--- config.mk ---
export PLATFORM = sky130hd
export DESIGN_NAME = popcount_word_seq
export DESIGN_NICKNAME = d
export VERILOG_FILES = /design/src/rtl/popcount_pkg.sv /design/src/rtl/popcount8.sv /design/src/rtl/popcount_word_seq.sv
export SDC_FILE = /design/constraint.sdc
export NUM_CORES = 1
export LEC_CHECK = 0
export ABC_CLOCK_PERIOD_IN_PS = 4200
export CAP_MARGIN = 25
export CELL_PAD_IN_SITES_DETAIL_PLACEMENT = 0
export CELL_PAD_IN_SITES_GLOBAL_PLACEMENT = 2
export CORE_ASPECT_RATIO = 0.8
export CORE_UTILIZATION = 33
export DETAILED_ROUTE_END_ITERATION = 6
export PLACE_DENSITY_LB_ADDON = 0.3
export SYNTH_ARGS = -nofsm -noshare
export SYNTH_HDL_FRONTEND = slang
export SYNTH_SLANG_ARGS = --single-unit
--- constraint.sdc ---
create_clock -name CLK -period 4.2 [get_ports CLK]
set_input_delay 0.84 -clock CLK [delete_from_list [all_inputs] [get_ports CLK]]
set_output_delay 0.84 -clock CLK [all_outputs]
set_load 0.005 [all_outputs]
--- src/rtl/popcount_pkg.sv ---
// -----------------------------------------------------------------------------
// popcount_pkg
// Shared definitions for the sequential word popcount block:
//   state_e : controller states (IDLE, RUN, DONE)
//   clog2   : ceiling log2, used to size the count and chunk-index registers
// -----------------------------------------------------------------------------
package popcount_pkg;

   typedef enum logic [1:0] {
      IDLE = 2'd0,
      RUN  = 2'd1,
      DONE = 2'd2
   } state_e;

   // Smallest r such that 2**r >= value. Returns 0 for value <= 1.
   function automatic int clog2(input int value);
      int result;
      result = 0;
      for (int i = 0; i < 31; i++) begin
         if ((1 << i) < value) begin
            result = i + 1;
         end
      end
      return result;
   endfunction

endpackage

--- src/rtl/popcount8.sv ---
// -----------------------------------------------------------------------------
// popcount8
// Combinational population count of one byte.
// Ports:
//   data_i  [7:0] : byte to count
//   count_o [3:0] : number of set bits in data_i (0..8)
// -----------------------------------------------------------------------------
module popcount8 (
   input  logic [7:0] data_i,
   output logic [3:0] count_o
);

   always_comb begin
      count_o = 4'd0;
      for (int i = 0; i < 8; i++) begin
         count_o = count_o + {3'd0, data_i[i]};
      end
   end

endmodule

--- src/rtl/popcount_word_seq.sv ---
// -----------------------------------------------------------------------------
// popcount_word_seq
// Multi-cycle population counter for WIDTH-bit words. One shared popcount8
// unit processes one byte per cycle, LSB byte first, accumulating the partial
// counts. Both sides use valid/ready handshakes.
//
// Handshake rule (both sides): a transfer happens on a rising CLK edge where
// valid and ready are both high. The sender holds valid and data stable until
// the transfer; ready never depends on valid.
//
// Ports:
//   CLK         : clock, all state updates on the rising edge
//   ASYNCRESETN : asynchronous active-low reset
//   I [WIDTH]   : input word, sampled only on an input handshake
//   I_VALID     : producer has a word
//   I_READY     : block can accept a word (high only in IDLE)
//   O [CW]      : population count of the last accepted word
//   O_VALID     : O holds a completed result (high only in DONE)
//   O_READY     : consumer takes the result
//   BUSY        : high whenever the controller is not IDLE
// -----------------------------------------------------------------------------
module popcount_word_seq
   import popcount_pkg::*;
#(
   parameter  int WIDTH  = 32,
   localparam int NCHUNK = WIDTH / 8,
   localparam int CW     = clog2(WIDTH + 1)
) (
   input  logic             CLK,
   input  logic             ASYNCRESETN,
   input  logic [WIDTH-1:0] I,
   input  logic             I_VALID,
   output logic             I_READY,
   output logic [CW-1:0]    O,
   output logic             O_VALID,
   input  logic             O_READY,
   output logic             BUSY
);

   // A single-chunk word still needs a 1-bit index register.
   localparam int IW = (NCHUNK > 1) ? clog2(NCHUNK) : 1;
   localparam logic [IW-1:0] LAST_IDX = IW'(NCHUNK - 1);

   if (((WIDTH % 8) != 0) || (WIDTH < 8)) begin : g_width_check
      $error("popcount_word_seq: WIDTH must be a multiple of 8 and >= 8");
   end

   state_e           state_q, state_d;
   logic [WIDTH-1:0] shift_q, shift_d;
   logic [IW-1:0]    idx_q,   idx_d;
   logic [CW-1:0]    acc_q,   acc_d;
   logic [CW-1:0]    o_q,     o_d;
   logic [3:0]       chunk_cnt;
   logic [CW-1:0]    sum;

   popcount8 u_popcount8 (
      .data_i  (shift_q[7:0]),
      .count_o (chunk_cnt)
   );

   // Max total is WIDTH < 2**CW, so this add can never wrap.
   assign sum = acc_q + CW'(chunk_cnt);

   always_comb begin
      state_d = state_q;
      shift_d = shift_q;
      idx_d   = idx_q;
      acc_d   = acc_q;
      o_d     = o_q;
      case (state_q)
         IDLE: begin
            if (I_VALID) begin
               shift_d = I;
               acc_d   = '0;
               idx_d   = '0;
               state_d = RUN;
            end
         end
         RUN: begin
            acc_d   = sum;
            shift_d = shift_q >> 8;
            idx_d   = idx_q + IW'(1);
            // The last chunk's sum goes straight to O on the same edge.
            if (idx_q == LAST_IDX) begin
               o_d     = sum;
               state_d = DONE;
            end
         end
         DONE: begin
            if (O_READY) begin
               state_d = IDLE;
            end
         end
         default: state_d = IDLE;
      endcase
   end

   always_ff @(posedge CLK or negedge ASYNCRESETN) begin
      if (!ASYNCRESETN) begin
         state_q <= IDLE;
         shift_q <= '0;
         idx_q   <= '0;
         acc_q   <= '0;
         o_q     <= '0;
      end else begin
         state_q <= state_d;
         shift_q <= shift_d;
         idx_q   <= idx_d;
         acc_q   <= acc_d;
         o_q     <= o_d;
      end
   end

   assign I_READY = (state_q == IDLE);
   assign O_VALID = (state_q == DONE);
   assign BUSY    = (state_q != IDLE);
   assign O       = o_q;

endmodule

Yosys cells after proc, flatten, opt, wreduce, memory -nomap -nowiden. Index checks and enable logic that the tools add are counted. W data, S select, Z words.

Register bits: 48. Output and inout port bits: 9. Word-level logic and storage cells: 36.

Add/subtract/negate cells: 9. Equal/unequal tests: 6. Multiplexer cells: 10. Reductions and logical operators: 6.

Operator list (number): $pmux W32 S2 (1); $mux W32 (1); $add A4 B1 Y4 (6); $pmux W6 S2 (1); $mux W2 (4); $add A6 B4 Y6 (1); $mux W6 (1); $pmux W2 S3 (1); $eq A2 B2 Y1 const B (2); $ne A2 B2 Y1 const B (2); $pmux W2 S2 (1); $reduce_and A2 Y1 (2); $reduce_bool A2 Y1 (2); $reduce_and A3 Y1 (1); $add A1 B1 Y2 (1); $add A2 B1 Y2 const B (1); $eq A2 B1 Y1 const B (1); $logic_not A2 Y1 (1); $ne A2 B1 Y1 const B (1).

Logic depth before layout (Yosys ltp). Gate-level depths: netlist of run 1.

Word-level depth: 9. Mapped depth: 13. Depth with buffers taken out: 13.

Modules after synthesis. A second synthesis of run 1 with hierarchy kept.

Cells, all modules: 283. Area, all modules: 2656.3 um^2.

By module, submodules not included: popcount_word_seq (times used 1, cells each 259, area each 2466.1 um^2, seq. area each 1201.2 um^2); popcount8 (times used 1, cells each 24, area each 190.2 um^2, seq. area each 0.0 um^2).

Worst setup path before layout of run 1. OpenSTA, ideal clock, no wires.

Path kind: register -> register. Start point: register shift_q[0]. End point: register acc_q[4]. Library setup time: 0.116 ns. Arrival time: 3.236 ns. Slack: 0.848 ns. Stages on the path, launching flop included: 12. Buffers on the path: 0. Period minus slack after synthesis: 3.352 ns. Cell sequence: dfrtp_1 > ha_1 > inv_1 > fa_1 > fa_1 > fa_1 > inv_1 > fa_1 > inv_1 > fa_1 > o21a_1 > o311ai_0.

Word-level cells in the longest chain between the ends: 9.

Ends and longest elaborated chain: start, declared (line popcount_word_seq.sv:49) `logic [WIDTH-1:0] shift_q, shift_d;`; start signal, assigned (line popcount_word_seq.sv:107) `shift_q <= shift_d;`; $add A1 B1 Y2 (line popcount8.sv:16) `count_o = count_o + {3'd0, data_i[i]};`; $add A4 B1 Y4 (6 in series) (line popcount8.sv:16); $add A6 B4 Y6 (line popcount_word_seq.sv:62) `assign sum = acc_q + CW'(chunk_cnt);`; $pmux W6 S2 (line popcount_word_seq.sv:70) `case (state_q)`; end signal, assigned (line popcount_word_seq.sv:103) `acc_q <= '0;`; end signal, assigned (line popcount_word_seq.sv:109) `acc_q <= acc_d;`; end, declared (line popcount_word_seq.sv:51) `logic [CW-1:0] acc_q, acc_d;`.

No other way between the ends. A chain may end at the register's enable or synchronous reset.

Worst setup path in the final report of run 1. Ends and elaborated chain as after synthesis.

==> results of run 1 <==
cells by family after synthesis:
logic type / count (synthesis) / share of synthesized area
buffers and inverters: 37 / 0.07511
AND/OR/NAND/NOR: 88 / 0.1944
AO/OA/AOI/OAI: 86 / 0.1756
flip-flops: 48 / 0.4507
adder cells (fa/ha/maj): 14 / 0.07981
XOR/XNOR: 5 / 0.01643
multiplexers: 2 / 0.007981
placed cells by master (no fill, tap or decap), drive strengths merged, types with 3 or more instances in the layout:
master,synthesis,layout
nand2,46,46
inv,18,18
nor2b,8,8
dfrtp,48,48
and2b,3,3
buf,16,5
clkbuf,3,6
a21oi,35,35
o21ai,44,44
clkdlybuf4s50,0,43
xor2,3,3
fa,5,5
ha,9,9
and3b,24,24
registers in the layout (all words and copies together), names as in the netlist:
register  flops
O             6
acc_q         6
idx_q         2
state_q       2
shift_q      32
routing by layer:
layer	up-vias	track usage	wire length [um]
li1	1014	-	-
met3	2	0.03451	202
met5	-	0	0
met2	28	0.2087	2351
met4	0	0.04286	27
met1	902	0.2412	3250
layout make-up:
class                   instances  share of cell area
clock buffers                   6             0.02262
well taps                     105             0.04095
inverters                      18             0.02106
repair buffers                 48              0.1451
multi-input cells             195              0.3939
clock inverters                 1            0.001560
flip-flops and latches         48              0.3748
worst min path at each step:
stage / startpoint / to / slack (ns) / cells after the start
floorplan: shift_q[2]$_DFFE_PN0P_ / shift_q[2]$_DFFE_PN0P_ / 0.46 / 2
global placement: O[1]$_DFFE_PN0P_ / O[1]$_DFFE_PN0P_ / 0.46 / 2
detailed placement: shift_q[9]$_DFFE_PN0P_ / shift_q[9]$_DFFE_PN0P_ / 0.48 / 2
CTS: shift_q[9]$_DFFE_PN0P_ / shift_q[9]$_DFFE_PN0P_ / 0.50 / 2
global route: shift_q[17]$_DFFE_PN0P_ / shift_q[17]$_DFFE_PN0P_ / 0.51 / 2
finish: shift_q[9]$_DFFE_PN0P_ / shift_q[9]$_DFFE_PN0P_ / 0.49 / 2
report_power, final:
| group | internal, mW | switching [mW] | leakage [nW] |
|---|---|---|---|
| clock | 0.114 | 0.147 | 0.0410 |
| sequential | 0.639 | 0.161 | 0.626 |
| combinational | 0.562 | 0.648 | 0.827 |
worst max-delay path: stages (launching register included):
cell,delay [ns]
dfrtp_1,0.39
ha_1,0.30
inv_1,0.07
fa_1,0.42
fa_1,0.51
fa_1,0.16
inv_1,0.06
fa_1,0.51
inv_1,0.06
fa_1,0.43
o21a_1,0.23
o311ai_0,0.27
metrics by stage:
step	setup WS [ns]	total power, mW	cell area, sq um	hold WS (ns)
after floorplan	0.8482	1.664	2665	0.4555
after global placement	0.7468	2.029	3131	0.4646
after detailed placement	0.7018	2.036	3131	0.4758
after CTS	0.6827	2.308	3208	0.4961
after global routing	0.5099	2.513	3208	0.5140
final	0.6815	2.271	3208	0.4895
==> results.toml, run 1 <==
[run_status]
status = "completed"

[floorplan]
rows = 28
die_h_um = 82.38
pin_count = 45
coreArea_sq_um = 7602
dieArea_sq_um = 8442
initial_core_util = 0.3506
die_w_um = 102.5

[setup_path]
required_ns = 4.38
cp-endpoint = "acc_q[4]$_DFFE_PN0P_"
end_kind = "flip-flop"
regToRegSetupSlack_ns = 0.68
arrival_ns = 3.70
cp_max_fo = 3
cp-start-kind = "flip-flop"
r2r_end = "acc_q[4]$_DFFE_PN0P_"
r2r_cells = 11
criticalPathCategory = "flip-flop to flip-flop"
setup.worst_path.start = "shift_q[0]$_DFFE_PN0P_"
reg2reg_from = "shift_q[0]$_DFFE_PN0P_"

[clock_tree]
cts_tree = "done"
ctsHoldBuffers = 0
post_cts_buffers = 0
cts_root_buf = "clkbuf_8"
cts_buffers = 5
cts_resized = 0
clk_pin_slew_ns = 0.08
clkSinkCount = 48
clock_latency_ns = 0.29
cts_buffer_depth = 2
htreeDepth = 2

[route]
drt-initial-drc-count = 100
drc = 0
wire_per_inst_um = 13.85
vias = 1946
firstDrtPassIters = 4
viasPerCell = 4.622
ant_nets = 0
totalWireLength_mm = 5.831

[power]
ir_worst_vdd_v = 0.0002892
pwr_density_cell_nw_per_um2 = 707.9
p_leak_nw = 1.494

[sta]
setup-tns-final_ns = 0
worst_pin_slew_ns = 0.7833
setup_viol = 0
final.min_clock_period_ns = 3.518
rsz0062_at_grt = "no"
worst_clock_skew_ns = 0.004101
slew_headroom = 0.4764
fmax_mhz = 284.2
timing.final.max_slew_violations = 0
fin_crit_sh = 0.8377
final-hold-violation-count = 0

[logic_synthesis]
synth.avg_cell_area_sq_um = 9.518
syn_nets = 330
synth_common_cells = "dfrtp_1, nand2_1, a21oi_1, o21ai_1, and3b_1"
synthCells = 280
yosysSeqAreaShare = 0.4507
synth.most_common_cell = "dfrtp_1"
post-synth-top-area-cell = "dfrtp_1"
synth-seq-cells = 48
yosysWarnings = 0
synth.distinct_cells = 31
ys_top_cells_by_area = "dfrtp_1, and3b_1, a21oi_1"
synth-edff-count = 0
yosys_most_used_dff = "dfrtp_1"
synth_top_area_share = 0.4507
synthesis.area_sq_um = 2665
synthArstFlopShare = 1.000

[run]
drv_cap = 0

[global_routing]
grt-ovfl-total = 0
grt_pass1_vias = 1879
gr-usage-all-layers = 0.1543
grt_pass1_wl_mm = 9.708
antenna_found_initial = 0
grt_max_degree = 49

[layout]
diodes = 0
layout.nets = 366
area_growth_syn_to_layout_pct = 20.38
seq_area_sq_um = 1202
finish.utilization = 0.4220
multi_input_area_sq_um = 1264
fill_cells = 786
instances_no_fill = 421
drive_gt1_frac = 0.06962

[placement]
place.gp.congestion = 0.7617
dp.final_hpwl_mm = 3.879
placed_cells = 414
io_buffers = 44

[worst_hold_path]
hp-class = "flip-flop to flip-flop"
(Power assumes the default switching activity.)
==> run 2: changes to the inputs <==
ABC_CLOCK_PERIOD_IN_PS = 3100   (was 4200)
CORE_UTILIZATION = 30   (was 33)
clock period = 3.1 ns   (was 4.2 ns; I/O delays follow)
==> results.toml, run 2 (synthesized netlist as in run 1, its figures left out) <==
[global_routing]
grt-ovfl-total = 0
gr-usage-all-layers = 0.1478
grt_pass1_vias = 2152
grt_pass1_wl_mm = 10.75
grt_max_degree = 39
antenna_found_initial = 0

[layout]
layout.nets = 374
finish.utilization = 0.4023
largest_reg_flops = 32
finalInstanceArea_sq_um = 3443
largest_register = "shift_q"
diodes = 0
final_common_cell = "dfrtp_1"
drive_gt1_frac = 0.1477
area_growth_syn_to_layout_pct = 29.20
most-common-layout-cells = "dfrtp_1, nand2_1, clkdlybuf4s50_1, o21ai_1, a21oi_1"

[route]
drc = 0
vias = 1994
firstDrtPassIters = 4
totalWireLength_mm = 6.169
ant_nets = 0
drt-initial-drc-count = 87
wire_per_inst_um = 14.12
viasPerCell = 4.563

[clock_tree]
htreeDepth = 2
clkSinkCount = 48
clock_latency_ns = 0.29
ctsHoldBuffers = 0
cts_buffer_depth = 2
clk_pin_slew_ns = 0.09
cts_root_buf = "clkbuf_8"
cts_tree = "done"
cts_buffers = 5

[setup_path]
end_kind = "flip-flop"
cp_max_fo = 3
setup.worst_path.start = "shift_q[0]$_DFFE_PN0P_"
r2r_end = "O[5]$_DFFE_PN0P_"
cp-start-kind = "flip-flop"
regToRegSetupSlack_ns = -0.35
reg2reg_from = "shift_q[0]$_DFFE_PN0P_"
r2r_cells = 12
criticalPathCategory = "flip-flop to flip-flop"
cp-endpoint = "O[5]$_DFFE_PN0P_"
required_ns = 3.27
arrival_ns = 3.62

[power]
switching_share = 0.4077
power_mw = 3.713
ir_worst_vdd_v = 0.0004984
p_leak_nw = 1.557
clkPwrFrac = 0.122
pwr_density_cell_nw_per_um2 = 1078
seqPwrFrac = 0.287
p_sw_mw = 1.514
p_int_mw = 2.199
pwr-share-comb = 0.591

[floorplan]
initial_core_util = 0.3114
pin_count = 45
die_w_um = 107.4
rows = 30
dieArea_sq_um = 9266
die_h_um = 86.30
coreArea_sq_um = 8558

[sta]
worst_hold_slack_ns = 0.3095
slew_headroom = 0.6266
fmax_mhz = 289.4
final-hold-violation-count = 0
worst_clock_skew_ns = 0.005992
worst_slack_ns = -0.3550
worst_pin_slew_ns = 0.5601
final.min_clock_period_ns = 3.455
fin_crit_sh = 1.115
timing.final.max_slew_violations = 0
setup_viol = 10
rsz0062_at_grt = "yes"

[placement]
place.gp.congestion = 0.7562
dpl_cell_area_sq_um = 3188
dp.final_hpwl_mm = 4.191
io_buffers = 44

[run]
drv_cap = 0

[worst_hold_path]
hp-class = "input pin to async pin"

[run_status]
violations = "negative setup slack"
status = "complete, but fails checks"
## run 2: changes by cell type in the layout (fill, tap and decap cells not counted), moves of 3 or more
| cell | change |
|---|---|
| buf_4 | +8 |
| o21ai_0 | -7 |
| o21ai_1 | +7 |
| fa_1 | -3 |
| fa_2 | +3 |
| ha_1 | -3 |
| ha_4 | +3 |
## run 2: power by group through the flow
stage / registers [mW] / clock network (mW) / logic (mW)
CTS: 1.06 / 0.474 / 2.08
global route: 1.11 / 0.498 / 2.46
finish: 1.07 / 0.453 / 2.19
detailed placement: 1.07 / 0 / 1.79
floorplan: 0.982 / 0 / 1.34
global placement: 1.07 / 0 / 1.76
## run 2: worst min-delay path by stage
stage          slack, ns                      end  cells after the start                    start
2_1_floorplan       0.32         O[0]$_DFFE_PN0P_                      0              ASYNCRESETN
3_3_place_gp        0.47  shift_q[12]$_DFFE_PN0P_                      2  shift_q[12]$_DFFE_PN0P_
3_5_place_dp        0.48  shift_q[21]$_DFFE_PN0P_                      2  shift_q[21]$_DFFE_PN0P_
4_1_cts             0.32  shift_q[29]$_DFFE_PN0P_                      1              ASYNCRESETN
5_1_grt             0.34  shift_q[29]$_DFFE_PN0P_                      1              ASYNCRESETN
6_report            0.31         O[0]$_DFFE_PN0P_                      1              ASYNCRESETN
## run 2: per-stage QoR
stage,TNS (ns),setup WS [ns],std cells
4_1_cts,-3.068,-0.3583,437
2_1_floorplan,-1.002,-0.1861,280
3_5_place_dp,-2.392,-0.3491,426
5_1_grt,-4.561,-0.5490,437
6_report,-2.822,-0.3550,437
3_3_place_gp,-2.116,-0.3160,426
## run 2: routing by layer
layer  routed length, um  GRT usage
met5                   0          0
met1                3309     0.2196
met2                2656     0.2223
met3                 158    0.02556
met4                  44    0.03736
## run 2: layout make-up
class | count | area, sq um
inverters | 18 | 67.56
clock inverters | 2 | 35.03
multi-input cells | 195 | 1400
flip-flops and latches | 48 | 1202
clock buffers | 6 | 72.57
well taps | 112 | 140.1
fillers | 888 | 5115
repair buffers | 56 | 525.5
## run 2: timing repair
item / in CTS / in global routing
setup buffers: 3 / 0
hold endpoints to repair: 0 / 0
resized for setup: 7 / 12
endpoints found under the setup margin: 10 / 10
pin swaps: 7 / 4
## run 2: worst max-delay path, stage by stage, from the launching register on
cell     delay, ns
dfrtp_1       0.39
ha_1          0.29
inv_2         0.03
fa_1          0.49
fa_1          0.43
fa_2          0.35
inv_2         0.07
fa_2          0.46
ha_4          0.30
nand3_4       0.08
a31oi_4       0.21
xnor2_1       0.14
o21ai_1       0.07
